$ cat src/rtl/wb_arbiter.sv
// Purpose : three-way register-file writeback arbiter (load unit, integer pipe, quantum unit)
// Latency : ready is combinational in the request cycle; the winning write appears on rf_* one cycle later
// Backpres: no buffering; a denied requester sees ready low and must hold valid/inputs; quantum is promoted
//           to top priority after STARVE_LIMIT consecutive denied cycles
//
// Ports:
//   clk, rst                         single clock, asynchronous active-high reset
//   ld_valid/ld_ready/ld_rd/ld_data  load-unit writeback request (wb_src 00)
//   pipe_valid/pipe_ready/pipe_rd    integer pipe writeback request; pipe_sel picks
//   pipe_sel/pipe_alu/pipe_pc4         pipe_alu (wb_src 01) or pipe_pc4 (wb_src 10)
//   qm_valid/qm_ready/qm_rd/qm_data  quantum measurement writeback request (wb_src 11)
//   rf_we/rf_waddr/rf_wdata          registered register-file write port
//   wb_src                           source of the most recent transfer
module wb_arbiter #(
    parameter int unsigned STARVE_LIMIT = 4
) (
    input  logic        clk,
    input  logic        rst,

    input  logic        ld_valid,
    output logic        ld_ready,
    input  logic [4:0]  ld_rd,
    input  logic [31:0] ld_data,

    input  logic        pipe_valid,
    output logic        pipe_ready,
    input  logic [4:0]  pipe_rd,
    input  logic        pipe_sel,
    input  logic [31:0] pipe_alu,
    input  logic [31:0] pipe_pc4,

    input  logic        qm_valid,
    output logic        qm_ready,
    input  logic [4:0]  qm_rd,
    input  logic [31:0] qm_data,

    output logic        rf_we,
    output logic [4:0]  rf_waddr,
    output logic [31:0] rf_wdata,
    output logic [1:0]  wb_src
);

    localparam logic [3:0] STARVE_MAX = 4'(STARVE_LIMIT);

    localparam logic [1:0] SRC_MEM = 2'b00;
    localparam logic [1:0] SRC_ALU = 2'b01;
    localparam logic [1:0] SRC_PC4 = 2'b10;
    localparam logic [1:0] SRC_QM  = 2'b11;

    // Registered state
    logic [3:0]  starve_q,   starve_d;
    logic        rf_we_q,    rf_we_d;
    logic [4:0]  rf_waddr_q, rf_waddr_d;
    logic [31:0] rf_wdata_q, rf_wdata_d;
    logic [1:0]  wb_src_q,   wb_src_d;

    // Arbitration results
    logic        qm_promote;
    logic        ld_gnt;
    logic        pipe_gnt;
    logic        qm_gnt;
    logic        any_xfer;

    // Winner's payload
    logic [4:0]  sel_rd;
    logic [31:0] sel_data;
    logic [1:0]  sel_src;

    // ------------------------------------------------------------------
    // Grant decision. Grants are one-hot and imply the matching valid, so
    // a grant is the same thing as a transfer this cycle.
    // ------------------------------------------------------------------
    always_comb begin
        qm_promote = qm_valid && (starve_q == STARVE_MAX);
        ld_gnt     = 1'b0;
        pipe_gnt   = 1'b0;
        qm_gnt     = 1'b0;
        // Readies are held low for the whole time reset is asserted so no
        // handshake can complete against flops that are being cleared.
        if (!rst) begin
            if (qm_promote) begin
                qm_gnt = 1'b1;
            end else if (ld_valid) begin
                ld_gnt = 1'b1;
            end else if (pipe_valid) begin
                pipe_gnt = 1'b1;
            end else if (qm_valid) begin
                qm_gnt = 1'b1;
            end
        end
        any_xfer = ld_gnt || pipe_gnt || qm_gnt;
    end

    assign ld_ready   = ld_gnt;
    assign pipe_ready = pipe_gnt;
    assign qm_ready   = qm_gnt;

    // ------------------------------------------------------------------
    // Payload mux for the winning requester.
    // ------------------------------------------------------------------
    always_comb begin
        sel_rd   = 5'd0;
        sel_data = 32'd0;
        sel_src  = wb_src_q;
        if (ld_gnt) begin
            sel_rd   = ld_rd;
            sel_data = ld_data;
            sel_src  = SRC_MEM;
        end else if (pipe_gnt) begin
            sel_rd   = pipe_rd;
            sel_data = pipe_sel ? pipe_pc4 : pipe_alu;
            sel_src  = pipe_sel ? SRC_PC4 : SRC_ALU;
        end else if (qm_gnt) begin
            sel_rd   = qm_rd;
            sel_data = qm_data;
            sel_src  = SRC_QM;
        end
    end

    // ------------------------------------------------------------------
    // Next write-port state. Writes to x0 still complete the handshake and
    // record the source, but never raise the write enable.
    // ------------------------------------------------------------------
    always_comb begin
        rf_we_d    = 1'b0;
        rf_waddr_d = 5'd0;
        rf_wdata_d = 32'd0;
        wb_src_d   = wb_src_q;
        if (any_xfer) begin
            wb_src_d = sel_src;
            if (sel_rd != 5'd0) begin
                rf_we_d    = 1'b1;
                rf_waddr_d = sel_rd;
                rf_wdata_d = sel_data;
            end
        end
    end

    // ------------------------------------------------------------------
    // Starvation counter: counts consecutive cycles the quantum unit waits.
    // Once it reaches the limit the quantum request wins that same cycle,
    // so the saturation branch only guards against an out-of-range limit.
    // ------------------------------------------------------------------
    always_comb begin
        starve_d = starve_q;
        if (!qm_valid || qm_gnt) begin
            starve_d = 4'd0;
        end else if (starve_q >= STARVE_MAX) begin
            starve_d = STARVE_MAX;
        end else begin
            starve_d = starve_q + 4'd1;
        end
    end

    always_ff @(posedge clk or posedge rst) begin
        if (rst) begin
            starve_q   <= 4'd0;
            rf_we_q    <= 1'b0;
            rf_waddr_q <= 5'd0;
            rf_wdata_q <= 32'd0;
            wb_src_q   <= SRC_MEM;
        end else begin
            starve_q   <= starve_d;
            rf_we_q    <= rf_we_d;
            rf_waddr_q <= rf_waddr_d;
            rf_wdata_q <= rf_wdata_d;
            wb_src_q   <= wb_src_d;
        end
    end

    assign rf_we    = rf_we_q;
    assign rf_waddr = rf_waddr_q;
    assign rf_wdata = rf_wdata_q;
    assign wb_src   = wb_src_q;

endmodule

$ cat config.mk
export PLATFORM = sky130hd
export DESIGN_NAME = wb_arbiter
export DESIGN_NICKNAME = d
export VERILOG_FILES = /design/src/rtl/wb_arbiter.sv
export SDC_FILE = /design/constraint.sdc
export NUM_CORES = 1
export LEC_CHECK = 0
export ABC_AREA = 0
export ABC_CLOCK_PERIOD_IN_PS = 8200
export CORE_AREA = 2 2 73 75
export CTS_CLUSTER_SIZE = 40
export DETAILED_ROUTE_END_ITERATION = 10
export DIE_AREA = 0 0 75 77
export DONT_BUFFER_PORTS = 1
export PLACE_DENSITY = 0.71
export SYNTH_ARGS = -nofsm -noshare
export SYNTH_HDL_FRONTEND = slang
export SYNTH_SLANG_ARGS = --single-unit
export TNS_END_PERCENT = 1
$ cat constraint.sdc
create_clock -name clk -period 8.2 [get_ports clk]
set_input_delay 1.64 -clock clk [delete_from_list [all_inputs] [get_ports clk]]
set_output_delay 1.64 -clock clk [all_outputs]
set_load 0.02 [all_outputs]
==> results of run 1 <==
## cell families after synthesis
group           Yosys count  share of synthesized area (%)
mux                      32                          13.01
other cells               1                         0.1354
flops                    44                          39.77
compound gates           80                          30.73
buf+inv                  38                          8.405
fa+ha+maj                 2                         0.9036
simple gates             24                          7.050
## stage by stage
stage          power [uW]  instance area [um2]
2_1_floorplan       356.4                 2769
3_3_place_gp        360.4                 2701
3_5_place_dp        366.0                 2701
4_1_cts             534.0                 2818
5_1_grt             557.0                 2818
6_report            531.1                 2818
## sequential cells by signal, indices dropped and copies added, names as in the netlist
register	flops
rf_wdata	32
rf_waddr	5
starve_q	4
wb_src	2
rf_we	1
## worst paths after layout
check,start,end,slack [ns],depth (start not counted)
setup reg to reg,starve_q[0],rf_wdata[19],5.46,7
min in group asynchronous,rst,rf_wdata[4],1.44,1
hold / removal,starve_q[0],starve_q[0],0.48,1
max in group asynchronous,rst,rf_wdata[16],6.16,1
setup / recovery,rst,ld_ready,3.61,3
hold reg to reg,starve_q[0],starve_q[0],0.48,1
## cell type report
class | count | area, um2
fill | 416 | 2160
multi-input combinational | 139 | 1443
sequential | 44 | 1101
tap | 70 | 87.58
clock buffer | 5 | 68.82
clock inverter | 3 | 47.55
inverter | 10 | 40.04
timing repair buffer | 4 | 30.03
## layout by cell type (no fill, tap or decap), types with 2 or more instances in the layout
master,synthesis,routed
a211oi_2,2,2
a21oi_1,4,4
a222oi_1,32,32
a22o_1,2,2
a22oi_2,2,2
a41oi_1,21,21
a41oi_2,11,11
buf_4,5,4
clkbuf_8,0,5
clkinv_4,0,2
dfrtp_1,44,44
ha_1,2,2
inv_1,9,8
mux2_2,32,32
nand2b_1,2,2
nor2_1,4,4
nor3_1,4,4
nor4_1,2,2
## cells in the mapped netlist, types with 2 or more instances
master     n
mux2_2    32
dfrtp_1   44
buf_6      7
nor4_1     2
nor2_1     4
inv_1      9
a41oi_2   11
a211oi_2   2
a22oi_2    2
a22o_1     2
a41oi_1   21
ha_1       2
a222oi_1  32
buf_2     13
a21oi_1    4
clkbuf_1   3
nand2b_1   2
buf_4      5
nor3_1     4
## power breakdown
group          internal, uW  leakage, uW  switching, uW  total (uW)
Clock                  91.8    0.0000583           77.4         169
Combinational          39.7     0.000432           54.2        93.8
Sequential              235     0.000580           32.8         268
Total                   367      0.00107            164         531
## routing by layer
| metal | vias to the layer above | part of all wire, % | routed length (um) |
|---|---|---|---|
| met2 | 171 | 53 | 4033 |
| met5 | - | 0 | 0 |
| met4 | 0 | 1.7 | 131 |
| met1 | 1072 | 35 | 2652 |
| li1 | 901 | - | - |
| met3 | 12 | 10 | 758 |
==> summary.md, run 1 <==
| Metric | Value |
|---|---|
| Post-layout min period | `4.592 ns` |
| Count of cell types in the netlist | `39` |
| Final worst slack | `3.608 ns` |
| Post-synthesis cell area | `2769 um2` |
| Max Root-Sink Buffers | `2` |
| Synth area leader | `dfrtp_1` |
| Final TNS setup | `0 ns` |
| Worst-margin pin slew | `1.201 ns` |
| FFs w/ async S/R, synth | `100.0%` |
| Total GRT Usage | `25.93%` |
| GR Util met2 | `44.30%` |
| Endpoints failing setup | `0` |
| Antenna-violating nets left | `0` |
| Hold slack | `0.4797 ns` |
| Via-per-instance ratio | `7.840` |
| P_leak | `0.001070 uW` |
| Max Slew Vio Count | `0` |
| Largest net degree at the start of global routing | `46` |
| Global-route wire length before repair | `11490 um` |
| Final Core Density | `56.61%` |
| Antenna violations before repair | `0` |
| Yosys top cell area share | `39.77%` |
| Synth Instances | `221` |
| Part of the cycle the worst path needs | `55.99%` |
| Synth Flop Type | `dfrtp_1` |
| Sequential fraction of the synthesis area | `39.77%` |
| Worst VDD drop | `99.33 uV` |
| Number of buffers and inverters on the critical path | `2` |
| Crit-path slowest cell | `inv_2` |
| Largest cells by area after synthesis | `dfrtp_1 (40%), mux2_2 (13%), a222oi_1 (12%)` |
| Peak Freq | `0.2178 GHz` |
| Cells along the critical path | `inv_2 > nand3b_4 > inv_4` |
| Clk_lat worst skew | `0.29 ns` |
| CTS buffer count | `5` |
| Pwr dens | `188.5 nW/um2` |
| Die X | `75 um` |
| Vias | `2156` |
| Syn Area/Cell | `12.53 um2` |
| Final WL | `7576 um` |
| Crit path max fanout | `45` |
| Post_cts resized | `0` |
| Fin cells | `275` |
| CP required | `6.56 ns` |
| Placer congestion estimate | `0.7953` |
| Layout Skew | `0.005583 ns` |
| Fin. Hold Viols | `0` |
| Critical Path Sink Type | `output pin` |
| Starting Density | `55.63%` |
| Drt drc | `0` |
| Number of synthesized flops with an enable pin | `0` |
| IO Count | `192` |
| FP Rows | `26` |
| CTS sink cnt | `44` |
| Seq cells post-synth | `44` |
| Unrepaired setup endpoints after global routing | `no` |
| CP top delay family | `buffers and inverters` |
| Gr busiest metal | `met2` |
| Post-CTS setup buffer count | `0` |
| Startpoint types | `input port` |
| Placed wire-length estimate | `5221 um` |
| Antenna fix cells | `0` |
| Vias in the first global route | `2196` |
| Worst min-delay path class | `register to register` |
| Clk slew on worst S/H paths | `0.09 ns` |
| Syn nets | `372` |
| Share of layout cells above drive strength 1 | `34.63%` |
| Total global routing overflow | `0` |
| Slowest stage delay, CP | `0.67 ns` |
| Die area | `5775 um2` |
| First-pass DRT Iterations | `10` |
| H-tree lvl count | `2` |
| Port bufs | `0` |
| Die span in y | `77 um` |
| Root buffer cell | `clkbuf_8` |
| Cts hold-fix bufs | `0` |
| Outcome | `finished, final reports clean` |
| Nets | `355` |
| Pre-CTS WS | `3.577 ns` |
| Slew margin rel. | `19.74%` |
| Arr. time, crit path | `2.95 ns` |
| Synthesis-to-finish area growth | `1.762%` |
| Initial detailed-routing violation count | `291` |
| Global-route track usage on met3 | `6.702%` |
| WS Path Type | `input port to output pin` |
| TritonCTS clock tree | `built` |
| Met1 Use GR | `30.92%` |
| Core area | `4977 um2` |
| Syn. warnings | `0` |
| Max-Cap Viols | `0` |
| Placed Instances | `267` |
| WL/cell | `27.55 um` |
Note: power is estimated with default switching activity, not from simulation.
==> run 2: changes to the inputs <==
- ABC_CLOCK_PERIOD_IN_PS: 8200 -> 3850
- CORE_AREA: 2 2 73 75 -> default
- CORE_ASPECT_RATIO: default -> 0.75
- CORE_UTILIZATION: default -> 57
- DIE_AREA: 0 0 75 77 -> default
- PLACE_DENSITY: 0.71 -> 0.75
- clock period: 8.2 -> 3.85 ns (I/O delays scaled with it)
==> run 2 against run 1 <==
  * The run now ends with design-rule violations left
  * Critical path depth grew 1
  * Clock-buffer cell count rose by 1
  * Combinational power up 110%
  * Flip-flop and latch count did not move
  * Clock skew barely moved
  * Die area fell by 11%
  * Core utilization rose by 4.8 points
  * Largest power group unchanged
  * Highest routed layer unchanged
==> summary.md, run 2 (synthesis gave the netlist of run 1 again) <==
| Metric | Value |
|---|---|
| Failing checks | `design-rule violations` |
| Initial detailed-routing violation count | `227 (-22%)` |
| Largest net degree at the start of global routing | `45 (-2.2%)` |
| WL/cell | `26.85 um (-2.5%)` |
| Drt drc | `1 (+1)` |
| Met3 Routed Length | `585 um (-23%)` |
| Placed wire-length estimate | `5046 um (-3.3%)` |
| Max Slew Vio Count | `0 (unchanged)` |
| Vias in the first global route | `2046 (-6.8%)` |
| CTS buffer count | `5 (unchanged)` |
| WS Path Type | `register to output pin` |
| Antenna-violating nets left | `0 (unchanged)` |
| Arr. time, crit path | `2.02 ns (-0.93 ns)` |
| Final worst slack | `1.061 ns (-2.547 ns)` |
| R2r startpoint | `starve_q[0]` |
| Unrepaired setup endpoints after global routing | `no` |
| Share of layout cells above drive strength 1 | `35.10% (+0.46 points)` |
| Nets | `358 (+0.85%)` |
| Starting Density | `60.56% (+4.9 points)` |
| Worst-margin pin slew | `0.9154 ns (-0.2859 ns)` |
| Outcome | `finished with violations` |
| IO Count | `192 (unchanged)` |
| Slew margin rel. | `38.78% (+19 points)` |
| Startpoint types | `register` |
| Reg2Reg Setup Slack | `1.29 ns (-4.17 ns)` |
| Global-route wire length before repair | `10490 um (-8.7%)` |
| Pre-CTS WS | `1.150 ns (-2.427 ns)` |
| Total GRT Usage | `27.60% (+1.7 points)` |
| Part of the cycle the worst path needs | `72.43%` |
| Post_cts resized | `0 (unchanged)` |
| Synthesis-to-finish area growth | `1.401%` |
| First-pass DRT Iterations | `11 (+1)` |
| Final Core Density | `61.41% (+4.8 points)` |
| Endpoints failing setup | `0 (unchanged)` |
| Hold EP | `starve_q[0]` |
| Fin cells | `265 (-3.6%)` |
| Peak Freq | `0.3586 GHz` |
| Max layer used | `met4` |
| Vias | `2121 (-1.6%)` |
| Most frequent cells in the layout | `dfrtp_1 (44), mux2_2 (32), a222oi_1 (32)` |
| Worst VDD drop | `217.4 uV (+120%)` |
| Clk slew on worst S/H paths | `0.07 ns (-0.02 ns)` |
| Crit path max fanout | `19 (-58%)` |
| Post-layout min period | `2.789 ns` |
| Placer congestion estimate | `0.8426 (+5.9%)` |
| Reg2Reg Depth | `7 (unchanged)` |
| Antenna violations before repair | `0 (unchanged)` |
| CTS sink cnt | `44 (unchanged)` |
| Total global routing overflow | `0 (unchanged)` |
| Hold Crit Start | `starve_q[0]` |
| Clk_lat worst skew | `0.29 ns (about the same)` |
| Final TNS setup | `0 ns (unchanged)` |
| Max Root-Sink Buffers | `2 (unchanged)` |
| Placed Instances | `257 (-3.7%)` |
| FF/Latch Area | `1101 um2 (unchanged)` |
| Layout Skew | `0.005966 ns (+0.0003829 ns)` |
| Root buffer cell | `clkbuf_8` |
| Post-CTS setup buffer count | `0 (unchanged)` |
| Critical Path Sink Type | `output pin` |
| Commonest non-fill, non-tap cell in the layout | `dfrtp_1` |
| Die span in y | `62.36 um (-19%)` |
| Via-per-instance ratio | `8.004 (+2.1%)` |
| CP required | `3.08 ns (-3.48 ns)` |
| Core area | `4572 um2 (-8.1%)` |
| Port bufs | `0 (unchanged)` |
| Die area | `5143 um2 (-11%)` |
| Fillcell total | `374 (-10%)` |
| Die X | `82.48 um (+10%)` |
| P_leak | `0.001082 uW (+1.1%)` |
| Area occupied by multi-input gates | `1435 um2 (-0.52%)` |
| Max reg flops | `32 (unchanged)` |
| Max-Cap Viols | `0 (unchanged)` |
| Crit Reg-Reg Endpoint | `rf_wdata[13]` |
| Worst min-delay path class | `register to register` |
| Pwr dens | `395.9 nW/um2 (+110%)` |
| Antenna fix cells | `0 (unchanged)` |
| Met2 wire length | `3713 um (-7.9%)` |
| Final WL | `7116 um (-6.1%)` |
| Hold-critical path depth | `1 (unchanged)` |
| H-tree lvl count | `2 (unchanged)` |
| Metal-1 WL | `2700 um (+1.8%)` |
| Cts hold-fix bufs | `0 (unchanged)` |
| FP Rows | `21 (-19%)` |
| Fin. Hold Viols | `0 (unchanged)` |
| TritonCTS clock tree | `built` |
run 2: cell count changes in the layout (fill, tap and decap cells not counted), sizes merged:
cell,before,now
clkbuf,5,6
clkinv,2,1
buf,4,7
run 2: critical path, stage by stage, from the launching register on:
cell and delay, ns:
dfrtp_1 0.38, inv_1 0.05, ha_1 0.20, and4b_1 0.31, nor3_4 0.79
run 2: report_power, final:
part           switching (uW)  internal (uW)
registers                70.1            501
clock network             148            192
logic                     114           86.0
total                     332            780
run 2: final cells by class:
class	instances	area share, %
clock buffers	6	2.585
flip-flops and latches	44	39.22
repair buffers	7	1.872
clock inverters	2	1.248
multi-input cells	139	51.11
well taps	57	2.540
inverters	10	1.426
run 2: worst max-delay path by stage:
stage,start,to,slack (ns)
after floorplan,rst,ld_ready,0.63
after global placement,qm_valid,rf_wdata[13],1.25
after detailed placement,qm_valid,rf_wdata[13],1.15
after CTS,starve_q[0],pipe_ready,1.05
after global routing,starve_q[0],pipe_ready,0.92
final,starve_q[0],pipe_ready,1.06
run 2: layer usage:
layer  vias up  global-route usage (%)
met1      1052                   33.02
met3        11                   7.206
li1        913                       -
met4         0                   8.991
met2       145                   47.31
met5         -                       0
run 2: stage by stage:
| step | hold WS [ns] | power [uW] | cell area [um2] |
|---|---|---|---|
| 6_report | 0.4807 | 1112 | 2808 |
| 5_1_grt | 0.5044 | 1165 | 2808 |
| 4_1_cts | 0.4781 | 1121 | 2808 |
| 3_5_place_dp | 0.4678 | 780.9 | 2700 |
| 3_3_place_gp | 0.4555 | 769.8 | 2700 |
| 2_1_floorplan | 0.4391 | 759.1 | 2769 |
